**config.mk**
```make
export PLATFORM = sky130hd
export DESIGN_NAME = spiral_mcm
export DESIGN_NICKNAME = d
export VERILOG_FILES = /design/src/rtl/spiral_pkg.sv /design/src/rtl/spiral_pipe_stage.sv /design/src/rtl/spiral_mcm.sv
export SDC_FILE = /design/constraint.sdc
export NUM_CORES = 2
export LEC_CHECK = 0
export ABC_AREA = 1
export BUFFER_PORTS_ARGS = -buffer_cell sky130_fd_sc_hd__buf_2
export CAP_MARGIN = 10
export CELL_PAD_IN_SITES_DETAIL_PLACEMENT = 0
export CELL_PAD_IN_SITES_GLOBAL_PLACEMENT = 1
export CORE_AREA = 8 8 332 334
export DETAILED_ROUTE_END_ITERATION = 12
export DIE_AREA = 0 0 340 342
export PLACE_DENSITY = 0.78
export SLEW_MARGIN = 20
export SYNTH_ARGS = -nofsm -noshare
export SYNTH_HDL_FRONTEND = slang
export SYNTH_SLANG_ARGS = --single-unit
```
**constraint.sdc**
```tcl
create_clock -name clk -period 4.62 [get_ports clk]
set_input_delay 0.462 -clock clk [delete_from_list [all_inputs] [get_ports clk]]
set_output_delay 0.462 -clock clk [all_outputs]
set_load 0.02 [all_outputs]
```
**src/rtl/spiral_pkg.sv**
```systemverilog
// Shared types and tables for the spiral multiple-constant multiplier.
// The coefficient table is the arithmetic reference; the datapath itself is shift/add only.
package spiral_pkg;

   typedef enum logic [1:0] {
      SZ4  = 2'd0,
      SZ8  = 2'd1,
      SZ16 = 2'd2,
      SZ32 = 2'd3
   } size_e;

   localparam int LANES  = 16;
   localparam int NTERMS = 8;

   // slot of each shared partial term inside the stage-1 register
   localparam int T1  = 0;
   localparam int T9  = 1;
   localparam int T17 = 2;
   localparam int T31 = 3;
   localparam int T3  = 4;
   localparam int T5  = 5;
   localparam int T7  = 6;
   localparam int T25 = 7;

   localparam int COEF [4][LANES] = '{
      '{64, 83, 36,  0,  0,  0,  0,  0,  0,  0,  0,  0,  0,  0,  0, 0},
      '{89, 75, 50, 18,  0,  0,  0,  0,  0,  0,  0,  0,  0,  0,  0, 0},
      '{90, 87, 80, 70, 57, 43, 25,  9,  0,  0,  0,  0,  0,  0,  0, 0},
      '{90, 90, 88, 85, 82, 78, 73, 67, 61, 54, 46, 38, 31, 22, 13, 4}
   };

   localparam int SET_LEN [4] = '{3, 4, 8, 16};

   function automatic int set_len(input size_e s);
      return SET_LEN[s];
   endfunction

endpackage

```
**src/rtl/spiral_pipe_stage.sv**
```systemverilog
// One valid/ready register slice; loads when empty or when its content leaves this cycle.
module spiral_pipe_stage #(
   parameter int W = 8
) (
   input  logic         clk,
   input  logic         rst_n,
   input  logic         up_valid,
   output logic         up_ready,
   input  logic [W-1:0] up_data,
   output logic         dn_valid,
   input  logic         dn_ready,
   output logic [W-1:0] dn_data
);

   assign up_ready = !dn_valid | dn_ready;

   always_ff @(posedge clk or negedge rst_n) begin
      if (!rst_n) begin
         dn_valid <= 1'b0;
         dn_data  <= '0;
      end else if (up_ready) begin
         dn_valid <= up_valid;
         // data only moves with a real sample so a drained stage keeps its last value
         if (up_valid) dn_data <= up_data;
      end
   end

endmodule

```
**src/rtl/spiral_mcm.sv**
```systemverilog
// Two-stage pipelined multiple-constant multiplier for the HEVC DCT coefficient sets.
// Build option SPIRAL_MCM_SAT_EN saturates each lane to OUT_W; otherwise lanes wrap.
module spiral_mcm
   import spiral_pkg::*;
#(
   parameter int IN_W  = 17,
   parameter int OUT_W = IN_W + 7,
   parameter int LANES = spiral_pkg::LANES
) (
   input  logic                   clk,
   input  logic                   rst_n,
   input  logic                   i_valid,
   output logic                   i_ready,
   input  logic [IN_W-1:0]        i_data,
   input  logic [1:0]             i_size,
   input  logic                   i_last,
   output logic                   o_valid,
   input  logic                   o_ready,
   output logic [LANES*OUT_W-1:0] o_data,
   output logic [1:0]             o_size,
   output logic                   o_last
);

   localparam int IW   = IN_W + 8;
   localparam int S1_W = 3 + NTERMS * IW;
   localparam int S2_W = 3 + LANES * OUT_W;

`ifdef SPIRAL_MCM_SAT_EN
   localparam logic signed [IW+OUT_W-1:0] MAXV = {{(IW+1){1'b0}}, {(OUT_W-1){1'b1}}};
   localparam logic signed [IW+OUT_W-1:0] MINV = {{(IW+1){1'b1}}, {(OUT_W-1){1'b0}}};
`endif

   function automatic logic [OUT_W-1:0] size_lane(input logic signed [IW-1:0] p);
`ifdef SPIRAL_MCM_SAT_EN
      logic signed [IW+OUT_W-1:0] w;
      w = (IW+OUT_W)'(p);
      if (w > MAXV) return MAXV[OUT_W-1:0];
      if (w < MINV) return MINV[OUT_W-1:0];
      return OUT_W'(p);
`else
      return OUT_W'(p);
`endif
   endfunction

   // ---------------- S1: shared partial terms ----------------
   logic signed [IW-1:0]         x;
   logic [NTERMS-1:0][IW-1:0]    terms;

   assign x = {{8{i_data[IN_W-1]}}, i_data};

   always_comb begin
      terms      = '0;
      terms[T1]  = x;
      terms[T9]  = x + (x <<< 3);
      terms[T17] = x + (x <<< 4);
      terms[T31] = (x <<< 5) - x;
      terms[T3]  = x + (x <<< 1);
      terms[T5]  = x + (x <<< 2);
      terms[T7]  = (x <<< 3) - x;
      terms[T25] = x + (x <<< 3) + (x <<< 4);
   end

   logic [S1_W-1:0] s1_d;
   logic            s1_v;
   logic            s1_rdy;

   spiral_pipe_stage #(.W(S1_W)) u_s1 (
      .clk      (clk),
      .rst_n    (rst_n),
      .up_valid (i_valid),
      .up_ready (i_ready),
      .up_data  ({i_size, i_last, terms}),
      .dn_valid (s1_v),
      .dn_ready (s1_rdy),
      .dn_data  (s1_d)
   );

   logic [1:0]                s1_size;
   logic                      s1_last;
   logic [NTERMS-1:0][IW-1:0] s1_t;
   logic signed [IW-1:0]      p1, p9, p17, p31, p3, p5, p7, p25;

   assign {s1_size, s1_last, s1_t} = s1_d;
   assign p1  = s1_t[T1];
   assign p9  = s1_t[T9];
   assign p17 = s1_t[T17];
   assign p31 = s1_t[T31];
   assign p3  = s1_t[T3];
   assign p5  = s1_t[T5];
   assign p7  = s1_t[T7];
   assign p25 = s1_t[T25];

   // ---------------- S2: lane products and set selection ----------------
   logic signed [IW-1:0]         prod [LANES];
   logic [LANES-1:0][OUT_W-1:0]  lanes;

   always_comb begin
      for (int k = 0; k < LANES; k++) prod[k] = '0;
      case (s1_size)
         SZ4: begin
            prod[0] = p1 <<< 6;
            prod[1] = (p5 <<< 4) + (p5 <<< 1) - p7;
            prod[2] = p9 <<< 2;
         end
         SZ8: begin
            prod[0] = (p1 <<< 6) + p25;
            prod[1] = (p25 <<< 1) + p25;
            prod[2] = p25 <<< 1;
            prod[3] = p9 <<< 1;
         end
         SZ16: begin
            prod[0] = (p5 <<< 4) + (p5 <<< 1);
            prod[1] = (p3 <<< 5) - p9;
            prod[2] = p5 <<< 4;
            prod[3] = (p7 <<< 3) + (p7 <<< 1);
            prod[4] = (p1 <<< 6) - p7;
            prod[5] = p25 + (p9 <<< 1);
            prod[6] = p25;
            prod[7] = p9;
         end
         default: begin
            prod[0]  = (p5 <<< 4) + (p5 <<< 1);
            prod[1]  = (p5 <<< 4) + (p5 <<< 1);
            prod[2]  = (p9 <<< 3) + (p1 <<< 4);
            prod[3]  = (p17 <<< 2) + p17;
            prod[4]  = (p1 <<< 6) + (p9 <<< 1);
            prod[5]  = (p1 <<< 6) + (p7 <<< 1);
            prod[6]  = (p1 <<< 6) + p9;
            prod[7]  = (p1 <<< 6) + p3;
            prod[8]  = (p1 <<< 6) - p3;
            prod[9]  = (p1 <<< 6) - (p5 <<< 1);
            prod[10] = (p1 <<< 5) + (p7 <<< 1);
            prod[11] = (p1 <<< 5) + (p3 <<< 1);
            prod[12] = p31;
            prod[13] = p25 - p3;
            prod[14] = p9 + (p1 <<< 2);
            prod[15] = p1 <<< 2;
         end
      endcase
   end

   always_comb begin
      lanes = '0;
      for (int k = 0; k < LANES; k++) lanes[k] = size_lane(prod[k]);
   end

   logic [S2_W-1:0] s2_d;

   spiral_pipe_stage #(.W(S2_W)) u_s2 (
      .clk      (clk),
      .rst_n    (rst_n),
      .up_valid (s1_v),
      .up_ready (s1_rdy),
      .up_data  ({s1_size, s1_last, lanes}),
      .dn_valid (o_valid),
      .dn_ready (o_ready),
      .dn_data  (s2_d)
   );

   assign {o_size, o_last, o_data} = s2_d;

endmodule

```
==> qor.csv <==
stage;metric;value;unit
run_status;status;complete, no violations;
power;p_leak;0.0269;uW
routing;drcViolationCount;0;
clock_tree;clock-root-buffer;clkbuf_16;
routing;drt-vias-per-instance;5.93;
place;port_buffers;405;
routing;drt_iter0_drc;5951;
synth;ys_seq_elements;500;
global_route;grt_antenna_before_repair;18;
routing;dr.pass1.iters;8;
place;dp_hpwl;187;mm
global_route;first_global_vias;48300;
synth;yosysSeqAreaShare;27.4;%
worst_setup_path;path_class;reg2reg;
global_route;grt_max_degree;107;
routing;routedWlPerCell;27.6;um
job;maxCapViolations;0;
worst_setup_path;start_kind;flip-flop;
synth;synthesis.area;45700;um2
synth;yosysTopAreaCell;dfrtp_1;
die;pin_count;413;
clock_tree;cts_resized;0;
sta;finalSetupViolations;0;
synth;synthArstFlopShare;100;%
sta;relSlewSlack;15.3;%
global_route;grt_overflow;0;
global_route;grt_util_all_layers;39.5;%
clock_tree;post_cts_buffers;0;
sta;fin_crit_sh;81.3;%
sta;fmax;266;MHz
clock_tree;cts_tree;yes;
worst_setup_path;path_common_cell;nand2_1;
power;vdd_drop_max;0.329;mV
sta;finalHoldViolCount;0;
routing;vias;51700;
clock_tree;clock_latency;0.71;ns
worst_setup_path;crit_chain;buf_4 -> ha_1 -> a21oi_1 -> nand2_1 -> nand2_1 -> nand3_2 -> a21oi_1 -> nand2_1 -> and2_1 -> ha_1 -> nand2_1 -> inv_1 -> nand2_1 -> nor2_1 -> nand4_1 -> nand3_1 -> nand2_1 -> nand3_1 -> nand3_1 -> nor2_1 -> nor2_1;
clock_tree;cts_max_path_buffers;3;
synth;synth_area_leaders;dfrtp_1, nand2_1, ha_1;
cells_and_area;fillerInstances;11000;
sta;setup_tns;0;ns
sta;rsz0062_at_grt;no;
cells_and_area;drive_gt1_share;10.6;%
clock_tree;clk_pin_slew;0.06;ns
synth;ys_types;66;
worst_setup_path;worst_setup_path_end_kind;flip-flop;
worst_setup_path;crit_slowest_cell;ha_1;
power;total_power;32000;uW
die;initial_core_util;43.7;%
die;dieArea;116000;um2
clock_tree;cts_sinks;500;
die;coreArea;105000;um2
synth;syn_inst;6852;
synth;avgSynthCellArea;6.67;um2
worst_setup_path;crit_arrival;4.34;ns
cells_and_area;nets;7756;
sta;tightest_slew;1.27;ns
die;rows;119;
worst_setup_path;path_max_fanout;7;
routing;wirelength;240;mm
die;die_y;342;um
worst_hold_path;worstHoldPathType;in2reg;
global_route;grt_pass1_wl;341;mm
die;die-width;340;um
synth;synth_ff_type;dfrtp_1;
cells_and_area;syn_to_final_growth;13.2;%
sta;period_needed;3.75;ns
clock_tree;numCtsBuffers;60;
clock_tree;cts_hold_buffers;2;
synth;synth_top_area_share;27.4;%
clock_tree;cts-htree-levels;2;
place;routabilityCongestion;1.05;
worst_setup_path;cpPeakStageDelay;0.42;ns
synth;ys_warn_count;0;
sta;fin_skew;0.0519;ns
sta;drv_slew;0;
synth;synth_edf_count;0;
power;powerDensity;618;nW/um2
routing;ant_nets;0;
worst_setup_path;worst_ep_required_time;5.21;ns
routing by layer:
layer / part of all wire [%] / vias up / wire length [um] / GRT usage [%]
met2: 42 / 2806 / 102000 / 60.4
li1: - / 23900 / - / -
met4: 7.3 / 6 / 17500 / 23.0
met5: 0.020 / - / 47 / 0
met1: 40 / 24300 / 95700 / 50.8
met3: 10 / 629 / 25000 / 9.54
worst paths after layout:
| kind | from | slack [ns] | cells past startpoint | endpoint |
|---|---|---|---|---|
| setup / recovery | u_s1.dn_data[128] | 0.87 | 21 | u_s2.dn_data[42] |
| hold / removal | i_size[0] | 0.06 | 3 | u_s1.dn_data[201] |
| setup reg to reg | u_s1.dn_data[128] | 0.87 | 21 | u_s2.dn_data[42] |
| hold reg to reg | u_s2.dn_data[263] | 0.47 | 2 | u_s2.dn_data[263] |
| max in group asynchronous | rst_n | 3.06 | 3 | u_s2.dn_data[89] |
| min in group asynchronous | rst_n | 0.40 | 2 | u_s2.dn_data[285] |
cell usage in the layout, fill, tap and decap left out, types with 14 or more instances in the layout:
master        n
o22ai_1      33
nand4_1      85
a221oi_1     16
nand3b_1     48
buf_2       404
a21oi_1     713
diode_2      17
ha_1        454
o21ai_0     572
xor2_1       57
clkbuf_16    60
clkbuf_8     14
fa_1         17
and2_1       16
nor4_1       15
nor3_1       57
a21o_1       38
or2_2        35
o21ai_1      32
dfrtp_1     490
a31oi_1      58
inv_1       678
buf_4       124
o21ai_2      27
o21bai_1     41
nand2_1    1786
xnor2_1      24
nor2_1      672
nand3_1     486
a22o_1       28
layout make-up:
cell class,count,area [um2],area share [%]
multi-input combinational,5463,29600,57.2
timing repair buffer,541,3190,6.16
inverter,695,2620,5.06
tap,1391,1740,3.36
antenna,17,42.5,0.0822
sequential,500,12500,24.2
clock buffer,87,1740,3.37
clock inverter,22,269,0.520
power breakdown:
group,switching (uW),total (uW),leakage (uW),internal [uW]
combinational,13600,19400,0.0197,5880
clock,2140,4970,0.000983,2830
sequential,2000,7580,0.00627,5580
cell usage after synthesis, types with 12 or more instances:
cell type	number
nor4_1	15
or2_2	35
buf_2	75
a22o_1	28
nor3_1	57
nand4_1	85
buf_4	44
inv_1	679
ha_1	454
a21oi_1	714
o22ai_1	33
a221oi_1	16
xnor2_1	24
nand3_1	486
a31oi_1	58
o21ai_0	572
buf_1	17
inv_2	12
o211ai_1	12
o21bai_1	41
a21o_1	38
nand2_1	1787
nor2_1	672
xor2_1	57
o21ai_1	32
fa_1	17
nand3b_1	48
o31ai_1	12
and2_1	16
dfrtp_1	500
o21ai_2	27
clkbuf_1	61
logic make-up (layout without fill, tap and decap cells):
| logic type | count (synthesis) | in the layout | synth area share [%] |
|---|---|---|---|
| and+or+nand+nor | 3249 | 3249 | 29.8 |
| AOI/OAI and AO/OA | 1652 | 1652 | 20.0 |
| DFF | 500 | 500 | 27.4 |
| buffers and inverters | 895 | 1345 | 7.93 |
| other | 1 | 24 | 0.00821 |
| muxes | 1 | 1 | 0.0246 |
| adders and majority gates | 471 | 471 | 13.2 |
| xor gates and xnor gates | 83 | 83 | 1.62 |
sequential cells by signal, indices dropped and copies added (netlist names):
register / flops
u_s1.dn_data: 144
u_s1.dn_valid: 1
u_s2.dn_data: 354
u_s2.dn_valid: 1
critical path: cells and delay by family (launching register included):
family | cells | cell delay, ns
DFF | 1 | 0.38
AOI/OAI and AO/OA | 2 | 0.47
and+or+nand+nor | 15 | 1.68
adders and majority gates | 2 | 0.80
buffers and inverters | 2 | 0.28
per-stage QoR:
stage	util, %	area [um2]	instances	hold WS, ns	worst slack (ns)
after floorplan	-	45700	6858	0.166	0.696
after global placement	47.5	49700	8588	0.458	0.784
after detailed placement	47.5	49700	8588	0.460	0.775
after CTS	49.4	51700	8699	0.0195	0.965
after global routing	49.4	51700	8700	0.0581	0.609
final	49.4	51700	8716	0.0631	0.866
No activity file was read; power rests on OpenSTA's default activity.
